### src/rtl/wci_master_ctl_if.sv
// WCI slave-channel signal bundle.
//
// The master modport is the side that issues commands (wci_master_ctl).
// The slave modport is the side that answers them (a WCI worker or a bench model).
//
// Signals:
//   wci_MCmd        master->slave  command: 0=IDLE, 1=WR, 2=RD
//   wci_MAddrSpace  master->slave  0=control space, 1=config space
//   wci_MByteEn     master->slave  byte enables
//   wci_MAddr       master->slave  byte address
//   wci_MData       master->slave  write data
//   wci_MFlag       master->slave  sideband flags from the host
//   wci_SResp       slave->master  response: 0=NULL, 1=DVA, 2=FAIL, 3=ERR
//   wci_SData       slave->master  read data
//   wci_SThreadBusy slave->master  1 = slave cannot take a command this edge
//   wci_SFlag       slave->master  [0]=attention, [1]=present
interface wci_master_ctl_if;
  logic [2:0]  wci_MCmd;
  logic        wci_MAddrSpace;
  logic [3:0]  wci_MByteEn;
  logic [31:0] wci_MAddr;
  logic [31:0] wci_MData;
  logic [1:0]  wci_MFlag;
  logic [1:0]  wci_SResp;
  logic [31:0] wci_SData;
  logic        wci_SThreadBusy;
  logic [1:0]  wci_SFlag;

  modport master (
    output wci_MCmd, wci_MAddrSpace, wci_MByteEn, wci_MAddr, wci_MData, wci_MFlag,
    input  wci_SResp, wci_SData, wci_SThreadBusy, wci_SFlag
  );

  modport slave (
    input  wci_MCmd, wci_MAddrSpace, wci_MByteEn, wci_MAddr, wci_MData, wci_MFlag,
    output wci_SResp, wci_SData, wci_SThreadBusy, wci_SFlag
  );
endinterface

### src/rtl/wci_master_ctl.sv
// WCI master control-channel bridge.
//
// This module takes one host request at a time and turns it into a single
// WCI command. It waits for the slave's response and returns it to the host
// as a one-cycle strobe. At most one transaction is outstanding.
//
// Optional feature macro: WCI_MASTER_TIMEOUT_EN
//   When defined, a transaction that gets no SResp within TIMEOUT_CYC cycles
//   of ISSUE+WAIT completes with rsp_code=3.
//   When undefined, there is no counter and the block waits indefinitely.
//
// Parameters:
//   TIMEOUT_CYC  cycles allowed from command issue to SResp (2..65535)
//
// Ports:
//   CLK, RST_N           clock; asynchronous active-low reset
//   req_valid/req_ready  host request handshake
//   req_write, req_space, req_addr, req_be, req_data   request fields
//   rsp_valid            one-cycle response strobe
//   rsp_data, rsp_code   response payload (code: 0=ok, 1=FAIL, 2=ERR, 3=timeout)
//   host_mflag           forwarded (registered) to wci_MFlag
//   attention, present   registered copies of wci_SFlag[0] / wci_SFlag[1]
//   dbg_state            current FSM state (0=IDLE, 1=ISSUE, 2=WAIT, 3=RESP)
//   wci                  master end of the WCI slave channel
//
// Handshake semantics:
//   A host request transfers on a rising edge where req_valid=1 and req_ready=1.
//   A WCI command transfers on a rising edge in ISSUE where wci_SThreadBusy=0.
//   rsp_valid is a strobe with no back-pressure.
//   The minimum request-to-response path is four cycles: the handshake cycle,
//   then ISSUE, WAIT and RESP, with rsp_valid high in RESP.
module wci_master_ctl #(
  parameter int unsigned TIMEOUT_CYC = 1024
) (
  input  logic               CLK,
  input  logic               RST_N,
  input  logic               req_valid,
  output logic               req_ready,
  input  logic               req_write,
  input  logic               req_space,
  input  logic [31:0]        req_addr,
  input  logic [3:0]         req_be,
  input  logic [31:0]        req_data,
  output logic               rsp_valid,
  output logic [31:0]        rsp_data,
  output logic [1:0]         rsp_code,
  input  logic [1:0]         host_mflag,
  output logic               attention,
  output logic               present,
  output logic [1:0]         dbg_state,
  wci_master_ctl_if.master   wci
);

  localparam logic [2:0] CMD_IDLE = 3'd0;
  localparam logic [2:0] CMD_WR   = 3'd1;
  localparam logic [2:0] CMD_RD   = 3'd2;

  localparam logic [1:0] SRESP_NULL  = 2'd0;
  localparam logic [1:0] RSP_TIMEOUT = 2'd3;

  if (TIMEOUT_CYC < 2 || TIMEOUT_CYC > 65535) begin : g_bad_timeout
    $error("wci_master_ctl: TIMEOUT_CYC must be in 2..65535");
  end

  typedef enum logic [1:0] {
    S_IDLE  = 2'd0,
    S_ISSUE = 2'd1,
    S_WAIT  = 2'd2,
    S_RESP  = 2'd3
  } state_t;

  state_t state;
  logic   wr_q;  // transaction direction; writes return zero data

`ifdef WCI_MASTER_TIMEOUT_EN
  localparam logic [15:0] TMO_LAST = 16'(TIMEOUT_CYC - 1);
  logic [15:0] tmo_cnt;  // cycles spent in ISSUE+WAIT, starting from 0
`endif

  assign dbg_state = state;

  always_ff @(posedge CLK or negedge RST_N) begin
    if (!RST_N) begin
      state              <= S_IDLE;
      req_ready          <= 1'b0;
      wr_q               <= 1'b0;
      wci.wci_MCmd       <= CMD_IDLE;
      wci.wci_MAddrSpace <= 1'b0;
      wci.wci_MByteEn    <= '0;
      wci.wci_MAddr      <= '0;
      wci.wci_MData      <= '0;
      wci.wci_MFlag      <= '0;
      rsp_valid          <= 1'b0;
      rsp_data           <= '0;
      rsp_code           <= '0;
      attention          <= 1'b0;
      present            <= 1'b0;
`ifdef WCI_MASTER_TIMEOUT_EN
      tmo_cnt            <= '0;
`endif
    end else begin
      // Sideband flags pass through with one register stage in every state.
      wci.wci_MFlag <= host_mflag;
      attention     <= wci.wci_SFlag[0];
      present       <= wci.wci_SFlag[1];

      case (state)
        S_IDLE: begin
          req_ready <= 1'b1;
          rsp_valid <= 1'b0;
          if (req_valid && req_ready) begin
            // Request fields go straight into the bus registers. They appear
            // together with MCmd and then hold until the next request.
            wr_q               <= req_write;
            wci.wci_MCmd       <= req_write ? CMD_WR : CMD_RD;
            wci.wci_MAddrSpace <= req_space;
            wci.wci_MByteEn    <= req_be;
            wci.wci_MAddr      <= req_addr;
            wci.wci_MData      <= req_data;
            req_ready          <= 1'b0;
            state              <= S_ISSUE;
`ifdef WCI_MASTER_TIMEOUT_EN
            tmo_cnt            <= '0;
`endif
          end
        end

        S_ISSUE: begin
`ifdef WCI_MASTER_TIMEOUT_EN
          if (tmo_cnt == TMO_LAST) begin
            wci.wci_MCmd <= CMD_IDLE;
            rsp_code     <= RSP_TIMEOUT;
            rsp_data     <= '0;
            rsp_valid    <= 1'b1;
            state        <= S_RESP;
          end else begin
            tmo_cnt <= tmo_cnt + 16'd1;
            if (!wci.wci_SThreadBusy) begin
              wci.wci_MCmd <= CMD_IDLE;
              state        <= S_WAIT;
            end
          end
`else
          if (!wci.wci_SThreadBusy) begin
            wci.wci_MCmd <= CMD_IDLE;
            state        <= S_WAIT;
          end
`endif
        end

        S_WAIT: begin
          // A real response wins over a timeout that fires on the same edge.
          if (wci.wci_SResp != SRESP_NULL) begin
            rsp_code  <= wci.wci_SResp - 2'd1;
            rsp_data  <= wr_q ? 32'd0 : wci.wci_SData;
            rsp_valid <= 1'b1;
            state     <= S_RESP;
          end
`ifdef WCI_MASTER_TIMEOUT_EN
          else if (tmo_cnt == TMO_LAST) begin
            rsp_code  <= RSP_TIMEOUT;
            rsp_data  <= '0;
            rsp_valid <= 1'b1;
            state     <= S_RESP;
          end else begin
            tmo_cnt <= tmo_cnt + 16'd1;
          end
`endif
        end

        S_RESP: begin
          rsp_valid <= 1'b0;
          req_ready <= 1'b1;
          state     <= S_IDLE;
        end

        default: begin
          state <= S_IDLE;
        end
      endcase
    end
  end

endmodule
### src/flat_wrapper.sv
// flat-port wrapper written by rule: the top's interface ports become plain ports
module wci_master_ctl_flat 
#(
  parameter int unsigned TIMEOUT_CYC = 1024
)
  (CLK, RST_N, req_valid, req_ready, req_write, req_space, req_addr, req_be, req_data, rsp_valid, rsp_data, rsp_code, host_mflag, attention, present, dbg_state, wci_wci_MCmd, wci_wci_MAddrSpace, wci_wci_MByteEn, wci_wci_MAddr, wci_wci_MData, wci_wci_MFlag, wci_wci_SResp, wci_wci_SData, wci_wci_SThreadBusy, wci_wci_SFlag);
  wci_master_ctl_if wci_i ();
  input  logic CLK;
  input  logic RST_N;
  input  logic req_valid;
  output logic req_ready;
  input  logic req_write;
  input  logic req_space;
  input  logic [31:0] req_addr;
  input  logic [3:0] req_be;
  input  logic [31:0] req_data;
  output logic rsp_valid;
  output logic [31:0] rsp_data;
  output logic [1:0] rsp_code;
  input  logic [1:0] host_mflag;
  output logic attention;
  output logic present;
  output logic [1:0] dbg_state;
  output wire logic [$bits(wci_i.wci_MCmd)-1:0] wci_wci_MCmd;
  output wire logic [$bits(wci_i.wci_MAddrSpace)-1:0] wci_wci_MAddrSpace;
  output wire logic [$bits(wci_i.wci_MByteEn)-1:0] wci_wci_MByteEn;
  output wire logic [$bits(wci_i.wci_MAddr)-1:0] wci_wci_MAddr;
  output wire logic [$bits(wci_i.wci_MData)-1:0] wci_wci_MData;
  output wire logic [$bits(wci_i.wci_MFlag)-1:0] wci_wci_MFlag;
  input wire logic [$bits(wci_i.wci_SResp)-1:0] wci_wci_SResp;
  input wire logic [$bits(wci_i.wci_SData)-1:0] wci_wci_SData;
  input wire logic [$bits(wci_i.wci_SThreadBusy)-1:0] wci_wci_SThreadBusy;
  input wire logic [$bits(wci_i.wci_SFlag)-1:0] wci_wci_SFlag;
  assign wci_wci_MCmd = wci_i.wci_MCmd;
  assign wci_wci_MAddrSpace = wci_i.wci_MAddrSpace;
  assign wci_wci_MByteEn = wci_i.wci_MByteEn;
  assign wci_wci_MAddr = wci_i.wci_MAddr;
  assign wci_wci_MData = wci_i.wci_MData;
  assign wci_wci_MFlag = wci_i.wci_MFlag;
  assign wci_i.wci_SResp = wci_wci_SResp;
  assign wci_i.wci_SData = wci_wci_SData;
  assign wci_i.wci_SThreadBusy = wci_wci_SThreadBusy;
  assign wci_i.wci_SFlag = wci_wci_SFlag;
  wci_master_ctl #(.TIMEOUT_CYC(TIMEOUT_CYC)) u_core (.CLK(CLK), .RST_N(RST_N), .req_valid(req_valid), .req_ready(req_ready), .req_write(req_write), .req_space(req_space), .req_addr(req_addr), .req_be(req_be), .req_data(req_data), .rsp_valid(rsp_valid), .rsp_data(rsp_data), .rsp_code(rsp_code), .host_mflag(host_mflag), .attention(attention), .present(present), .dbg_state(dbg_state), .wci(wci_i));
endmodule
### config.mk
export PLATFORM = sky130hd
export DESIGN_NAME = wci_master_ctl_flat
export DESIGN_NICKNAME = d
export VERILOG_FILES = /design/src/rtl/wci_master_ctl_if.sv /design/src/rtl/wci_master_ctl.sv /design/src/flat_wrapper.sv
export SDC_FILE = /design/constraint.sdc
export NUM_CORES = 1
export LEC_CHECK = 0
export BUFFER_PORTS_ARGS = -buffer_cell sky130_fd_sc_hd__buf_2
export CAP_MARGIN = 30
export CORE_MARGIN = 2
export CORE_UTILIZATION = 41
export CTS_BUF_LIST = sky130_fd_sc_hd__clkbuf_16
export DETAILED_ROUTE_END_ITERATION = 10
export HOLD_SLACK_MARGIN = 0.12
export PLACE_DENSITY_LB_ADDON = 0.2
export SETUP_SLACK_MARGIN = 0.05
export SKIP_LAST_GASP = 1
export SYNTH_ARGS = -nofsm -noshare
export SYNTH_HDL_FRONTEND = slang
export SYNTH_SLANG_ARGS = --single-unit
### constraint.sdc
create_clock -name CLK -period 1.45 [get_ports CLK]
set_input_delay 0.2175 -clock CLK [delete_from_list [all_inputs] [get_ports CLK]]
set_output_delay 0.2175 -clock CLK [all_outputs]
set_load 0.005 [all_outputs]
==> metrics.txt, run 1 <==
outcome=complete, but fails checks; failing checks=setup timing; die area=around 12000 um^2; Final period util=1.063; DR WL/cell=between 15 and 20 um; largest net degree at the start of global routing=40; end of the worst register-to-register path=u_core.wci.wci_MData[3]$_DFFE_PN0P_; CTS tree=done; critical path class=register to register; Cell Int Power=about 11000 uW; Worst R2R Path Depth=6; CTS HTree Levels=4; Sw Ratio=0.3097; Critical R2R Launch=u_core.dbg_state[0]$_DFFE_PN0P_; Multi-input gate area=1559 um^2; synth cell count leaders=dfrtp_1, mux2_2, nand2_1, o21ai_0, nand2b_1; Die Y=between 100 and 150 um; asr flop ratio synth=1.000; Post-DRT Antenna Nets=0; most common cell in the synthesized netlist=dfrtp_1; max cap viols=0; power per cell area=between 1500 and 2000 nW/um^2; synth top area cells=dfrtp_1, mux2_2, nand2b_1, o21ai_0, nand2_1; fillcell total=~730; number of synthesized flops with an enable pin=0; layout cells sized above 1=0.5112; total track usage=0.2298; worst-margin pin slew=around 840 ps; initial antenna violation count=0; fin worst setup slack=-91.39 ps; Post-Syn Nets=roughly 450; GP Congestion=around 0.81; post-synth cell types=23; Clock power frac=0.255; combinational power share=0.381; n_diodes=0; Pre-antenna DRT Iters=6; die width=about 110 um; Slew Viols, Final=0; slowest CP cell=dfrtp_2; Post-DP HPWL=7900 um; CP Capture Type=register; initial drt markers=150; Clk Latency, worst-skew pair=400 ps; critical path cell sequence=inv_4, ha_4, nand3_4, buf_4, buf_12, mux2_2; Hold Worst Slack=191.7 ps; total gr overflow=0; CTS Buf Count=17; Synth Warn #=0; nets=818; Final setup viols=roughly 70; CP arrival=about 1800 ps; sequential power share=0.364; startpoint types=register; Tmin final=roughly 1500 ps; crit-path max FO=16; Worst slew margin=0.4394; CP required=~1700 ps; DRC violations left=0; total power=approximately 15000 uW; mean number of vias per cell=4.638; post-synth top area share=0.6383; Hold Path Class=input port to register; Syn Std Cell Area=approximately 4500 um^2; Yosys reg bits=roughly 110; RSZ-0062 raised after global routing=true; Mapped Avg Cell Area=13.30 um^2; f_max=around 0.65 GHz; PortBufs=224; Seq/Total Area, Yosys=0.6383; row count=38; Syn Inst Count=roughly 340; FF/Latch Area=around 2900 um^2; total number of vias=3952; worst reg2reg setup slack=-90 ps; CP max stage delay=450 ps; Routed WL=between 10000 and 15000 um; area leader, netlist=dfrtp_1; # IOs=between 200 and 250; final hold violations=0; core area=between 10000 and 15000 um^2; area growth from synthesis to layout=73.85%; Static Leak=0.003909 uW; Initial Utilization=0.4159; CP endpoint=u_core.wci.wci_MData[3]$_DFFE_PN0P_; vias in the first global route=about 4200; root buffer cell=clkbuf_16; first-pass GRT wire length=around 20000 um; crit path launch=u_core.dbg_state[0]$_DFFE_PN0P_; Synth Flop Type=dfrtp_1; VDD IR-drop max=a little over 1 mV; Worst-path clk slew=roughly 50 ps; Max Root-Sink Buffers=2; # clock sinks=approximately 110; Worst Skew=between 5 and 6 ps; switching power=approximately 4700 uW
[cells by family after synthesis]
group	after synthesis	share of synthesized area
AO/OA/AOI/OAI	44	0.05515
adder cells (fa/ha/maj)	6	0.01680
buffers and inverters	24	0.02380
flip-flops	114	0.6383
multiplexers	70	0.1772
other	1	0.0008391
AND/OR/NAND/NOR	77	0.08791
[sequential cells by signal, indices dropped and copies added (netlist names)]
register                   flops
u_core.wci.wci_MAddrSpace      1
u_core.wr_q                    1
u_core.wci.wci_MFlag           2
u_core.attention               1
u_core.dbg_state               2
u_core.wci.wci_MData          32
u_core.rsp_code                2
u_core.req_ready               1
u_core.rsp_valid               1
u_core.wci.wci_MAddr          32
u_core.wci.wci_MCmd            2
u_core.present                 1
u_core.rsp_data               32
u_core.wci.wci_MByteEn         4
[metrics by stage]
step	worst slack, ps	instances	setup TNS (ps)	utilization	area, um^2
2_1_floorplan	-41.14	336	-41.14	-	4527
3_3_place_gp	-17.87	699	-586.7	0.5496	5906
3_5_place_dp	-67.54	699	-2440	0.5496	5906
4_1_cts	-70.86	844	-2051	0.7140	7672
5_1_grt	-131.6	852	-7666	0.7231	7770
6_report	-91.39	852	-4547	0.7231	7770
[worst min path at each step]
stage | end | depth (start not counted) | start | slack (ps)
2_1_floorplan | u_core.attention$_DFF_PN0_ | 0 | RST_N | -80
3_3_place_gp | u_core.rsp_data[10]$_DFFE_PN0P_ | 1 | RST_N | 190
3_5_place_dp | u_core.rsp_data[7]$_DFFE_PN0P_ | 1 | RST_N | 190
4_1_cts | u_core.rsp_code[1]$_DFFE_PN0P_ | 4 | wci_wci_SResp[1] | 180
5_1_grt | u_core.rsp_code[1]$_DFFE_PN0P_ | 4 | wci_wci_SResp[1] | 230
6_report | u_core.rsp_code[1]$_DFFE_PN0P_ | 4 | wci_wci_SResp[1] | 190
[cell type report]
| cell class | instances | area share |
|---|---|---|
| Sequential cell | 114 | 0.3673 |
| Timing Repair Buffer | 363 | 0.3354 |
| Multi-Input combinational cell | 198 | 0.2006 |
| Clock buffer | 17 | 0.05475 |
| Tap cell | 140 | 0.02254 |
| Clock inverter | 14 | 0.01610 |
| Inverter | 6 | 0.003221 |
[cell usage in the layout (no fill, tap or decap), drive strengths merged, types with 3 or more instances in the layout]
cell         synthesis  final
nand2b              33     33
inv                  6      8
buf                 11    253
clkbuf               7     19
a22o                 4      4
clkinv               0      7
o21ai               36     36
dlygate4sd3          0    108
clkinvlp             0      3
nand2               37     37
ha                   6      6
mux2                70     70
dfrtp              114    114
[metal layers]
layer | GRT usage | up-vias | share of wire
met2 | 0.4125 | 151 | 0.52
met1 | 0.2472 | 1901 | 0.39
li1 | - | 1866 | -
met4 | 0.1163 | 0 | 0.033
met5 | 0 | - | 0
met3 | 0.06209 | 34 | 0.057
[worst max-delay path: cells and delay by family, from the launching register on]
family / cells / cell delay [ps]
adders and majority gates: 1 / 150
buffers and inverters: 3 / 420
DFF: 1 / 450
muxes: 1 / 290
and+or+nand+nor: 1 / 110
[power groups by stage]
| stage | Sequential (uW) | Clock (uW) | Combinational [uW] |
|---|---|---|---|
| 3_3_place_gp | 5460 | 0 | 4830 |
| 2_1_floorplan | 5580 | 0 | 2530 |
| 6_report | 5550 | 3880 | 5800 |
| 5_1_grt | 5730 | 4090 | 6340 |
| 3_5_place_dp | 5520 | 0 | 5010 |
| 4_1_cts | 5490 | 3940 | 5540 |
[timing repair]
action | in CTS | in global routing
hold buffers | 108 | 0
setup buffers | 3 | 5
resized for setup | 6 | 11
pin swaps | 1 | 0
endpoints found under the hold margin | 147 | 0
cloned | 3 | 4
endpoints found under the setup margin | 84 | 104
No activity file was read; power rests on OpenSTA's default activity.
==> inputs of run 2 (changes only) <==
--- a/config.mk
+++ b/config.mk
@@ -5,14 +5,15 @@
 export SDC_FILE = /design/constraint.sdc
 export NUM_CORES = 1
 export LEC_CHECK = 0
+export ABC_AREA = 1
 export BUFFER_PORTS_ARGS = -buffer_cell sky130_fd_sc_hd__buf_2
 export CAP_MARGIN = 30
 export CORE_MARGIN = 2
-export CORE_UTILIZATION = 41
+export CORE_UTILIZATION = 42
 export CTS_BUF_LIST = sky130_fd_sc_hd__clkbuf_16
 export DETAILED_ROUTE_END_ITERATION = 10
 export HOLD_SLACK_MARGIN = 0.12
-export PLACE_DENSITY_LB_ADDON = 0.2
+export PLACE_DENSITY = 0.74
 export SETUP_SLACK_MARGIN = 0.05
 export SKIP_LAST_GASP = 1
 export SYNTH_ARGS = -nofsm -noshare
==> run 2 against run 1 <==
The flow still finishes with violations (setup timing). Sequential share of layout area is 0.37 points higher. Clock skew is 3.6 ps higher. Clock power is 4% higher. Non-clock buffer count is 14 lower. Count of clock-buffer cells in the layout stayed put. Die area is 1.8% higher. Worst hold slack better by 27 ps. Wire length is 8.1% higher. Maximum frequency is 5.7% higher. Setup slack better by 83 ps. Largest power group unchanged.
==> metrics.txt, run 2 <==
n_diodes=0 (unchanged); Pre-antenna DRT Iters=5 (was 6); RSZ-0062 raised after global routing=true (unchanged); layout cells sized above 1=0.3310 (was 0.5112); sequential power share=0.348 (was 0.364); Mapped Avg Cell Area=9.234 um^2 (was 13.30 um^2); failing checks=setup timing (unchanged); number of synthesized flops with an enable pin=0 (unchanged); Clock power frac=0.265 (was 0.255); die width=109.4 um (was 108.4 um); Critical R2R Launch=u_core.dbg_state[0]$_DFFE_PN0P_ (unchanged); CTS Buf Count=17 (unchanged); Seq/Total Area, Yosys=0.6118 (was 0.6383); Synth Flop Type=dfrtp_1 (unchanged); mean number of vias per cell=4.879 (was 4.638); M2 GR Usage=0.4162 (was 0.4125); Worst-path clk slew=60 ps (was 50 ps); Routed WL=15150 um (was 14020 um); post-synth top area share=0.6118 (was 0.6383); Slew Viols, Final=0 (unchanged); outcome=complete, but fails checks (unchanged); synth cell count leaders=nand2_1, dfrtp_1, nand3_1, buf_2 (was dfrtp_1, mux2_2, nand2_1, o21ai_0, nand2b_1); Multi-input gate area=1556 um^2 (was 1559 um^2); Worst R2R Path Depth=9 (was 6); synth top area cells=dfrtp_1, nand2_1, nand3_1, buf_6, buf_2 (was dfrtp_1, mux2_2, nand2b_1, o21ai_0, nand2_1); most common cell in the synthesized netlist=nand2_1 (was dfrtp_1); fin worst setup slack=-8.494 ps (was -91.39 ps); CP Capture Type=register (unchanged); DR WL/cell=15.23 um (was 16.46 um); area growth from synthesis to layout=64.88% (was 73.85%); Cell Int Power=9832 uW (was 10510 uW); startpoint types=register (unchanged); commonest non-fill, non-tap cells in the layout=buf_2, nand2_1, dfrtp_1, dlygate4sd3_1, nand3_1 (was buf_2, dfrtp_1, dlygate4sd3_1, mux2_2, nand2_1); power per cell area=1990 nW/um^2 (was 1960 nW/um^2); most frequent CP cell=buf_12; Min-Delay Endpoint=u_core.rsp_code[1]$_DFFE_PN0P_ (unchanged); nets=960 (was 818); Die Y=109.4 um (was 108.4 um); vias in the first global route=4730 (was 4173); Initial Utilization=0.4302 (was 0.4159); Final setup viols=7 (was 71); first-pass GRT wire length=22230 um (was 20280 um); Post-DP HPWL=8560 um (was 7900 um); biggest regs=u_core.rsp_data (32), u_core.wci.wci_MAddr (32), u_core.wci.wci_MData (32) (unchanged); Static Leak=0.004300 uW (was 0.003909 uW); Hold Path Class=input port to register (unchanged); commonest non-fill, non-tap cell in the layout=buf_2 (unchanged); die area=11960 um^2 (was 11750 um^2); FF/Latch Area=2853 um^2 (was 2854 um^2); asr flop ratio synth=1.000 (unchanged); PortBufs=224 (unchanged); total number of vias=4855 (was 3952); CP arrival=1800 ps (was 1820 ps); Sw Ratio=0.3573 (was 0.3097); row count=38 (unchanged); Post-Syn Nets=623 (was 454); DRC violations left=0 (unchanged); largest net degree at the start of global routing=71 (was 40); Final period util=1.006 (was 1.063); CP max stage delay=390 ps (was 450 ps); Yosys reg bits=114 (unchanged); final hold violations=0 (unchanged); # IOs=226 (unchanged); routing usage on met3=0.1014 (was 0.06209); Worst Skew=8.836 ps (was 5.271 ps); fillcell total=800 (was 733); max cap viols=0 (unchanged); Syn Std Cell Area=4663 um^2 (was 4469 um^2); combinational power share=0.387 (was 0.381); area leader, netlist=dfrtp_1 (unchanged); met1 GRT Util=0.2751 (was 0.2472); switching power=5467 uW (was 4716 uW); root buffer cell=clkbuf_16 (unchanged); Tmin final=1458 ps (was 1541 ps); critical path cell sequence=inv_2, ha_4, inv_4, nor2_4, buf_12, buf_12, buf_6, nand3_1, nand2_1 (was inv_4, ha_4, nand3_4, buf_4, buf_12, mux2_2); CTS tree=done (unchanged); Hold Worst Slack=218.4 ps (was 191.7 ps); global route hottest layer=met2 (unchanged); crit-path max FO=8 (was 16); end of the worst register-to-register path=u_core.rsp_data[1]$_DFFE_PN0P_ (was u_core.wci.wci_MData[3]$_DFFE_PN0P_); f_max=0.6856 GHz (was 0.6488 GHz); initial drt markers=300 (was 150); CP required=1800 ps (was 1730 ps); Max Root-Sink Buffers=2 (unchanged); Syn Inst Count=505 (was 336); hold path start=wci_wci_SResp[1] (unchanged); total gr overflow=0 (unchanged); VDD IR-drop max=1.191 mV (was 1.015 mV); hold depth=4 (unchanged); CTS HTree Levels=4 (unchanged); GP Congestion=0.8374 (was 0.8128); Post-DRT Antenna Nets=0 (unchanged); total track usage=0.2475 (was 0.2298); initial antenna violation count=0 (unchanged); core area=10840 um^2 (was 10750 um^2); total power=15300 uW (was 15230 uW); post-synth cell types=19 (was 23); # clock sinks=114 (unchanged); worst reg2reg setup slack=-8 ps (was -90 ps); Synth Warn #=0 (unchanged); Clk Latency, worst-skew pair=410 ps (was 400 ps); critical path class=register to register (unchanged); slowest CP cell=dfrtp_1 (was dfrtp_2)
[run 2: cell families (layout without fill, tap and decap cells)]
family	Yosys count	after routing	share of synthesized area
other	1	1	0.0008042
AOI/OAI and AO/OA	5	5	0.005363
and+or+nand+nor	334	334	0.3029
adders and majority gates	6	6	0.01610
DFF	114	114	0.6118
buffers and inverters	45	395	0.06306
[run 2: layer usage]
layer | vias to the layer above | wire, um | share of wire
met2 | 225 | 7571 | 0.50
met1 | 2298 | 5826 | 0.38
li1 | 2286 | - | -
met3 | 46 | 1238 | 0.082
met5 | - | 0 | 0
met4 | 0 | 518 | 0.034
[run 2: what timing repair did]
action,in CTS,in global routing
gates resized for setup,2,17
hold buffers,108,0
buffers inserted,0,5
cloned,0,3
hold endpoints to repair,222,0
setup endpoints to repair,64,108
pin swaps,0,4
[run 2: power by group through the flow]
stage | combinational [uW] | clock (uW) | sequential, uW
finish | 5920 | 4050 | 5330
global route | 6640 | 4300 | 5480
CTS | 5390 | 4120 | 5290
detailed placement | 5120 | 0 | 5310
global placement | 4940 | 0 | 5260
floorplan | 2830 | 0 | 5420
[run 2: per-stage QoR]
stage / instance area [um^2] / instances / utilization / TNS (ps) / setup slack, ps
2_1_floorplan: 4663 / 505 / - / 0 / 112.9
3_3_place_gp: 5849 / 847 / 0.5396 / 0 / 26.73
3_5_place_dp: 5849 / 847 / 0.5396 / -528.4 / -80.32
4_1_cts: 7512 / 987 / 0.6930 / 0 / 8.581
5_1_grt: 7689 / 995 / 0.7093 / -796.4 / -53.87
6_report: 7689 / 995 / 0.7093 / -30.17 / -8.494
[run 2: final cells by class]
type,count,share of cell area
tap,140,0.02278
sequential,114,0.3710
timing repair buffer,349,0.3185
inverter,13,0.009276
timing repair inverter,1,0.001139
clock buffer,17,0.05533
clock inverter,15,0.01953
multi-input combinational,346,0.2024
[run 2: worst max-delay path, delay by kind of cell, from the launching register on]
kind / cells / cell delay (ps)
adders and majority gates: 1 / 150
buffers and inverters: 5 / 520
DFF: 1 / 390
and+or+nand+nor: 3 / 330
[run 2: worst max-delay path by stage]
stage	from	endpoint	slack [ps]	cells past startpoint
2_1_floorplan	u_core.dbg_state[0]$_DFFE_PN0P_	u_core.wci.wci_MAddr[13]$_DFFE_PN0P_	110	7
3_3_place_gp	u_core.dbg_state[0]$_DFFE_PN0P_	u_core.rsp_code[1]$_DFFE_PN0P_	30	6
3_5_place_dp	u_core.dbg_state[0]$_DFFE_PN0P_	u_core.rsp_code[1]$_DFFE_PN0P_	-80	6
4_1_cts	u_core.dbg_state[1]$_DFFE_PN0P_	u_core.wci.wci_MAddr[3]$_DFFE_PN0P_	9	6
5_1_grt	u_core.dbg_state[0]$_DFFE_PN0P_	u_core.rsp_data[17]$_DFFE_PN0P_	-50	9
6_report	u_core.dbg_state[0]$_DFFE_PN0P_	u_core.rsp_data[1]$_DFFE_PN0P_	-8	9
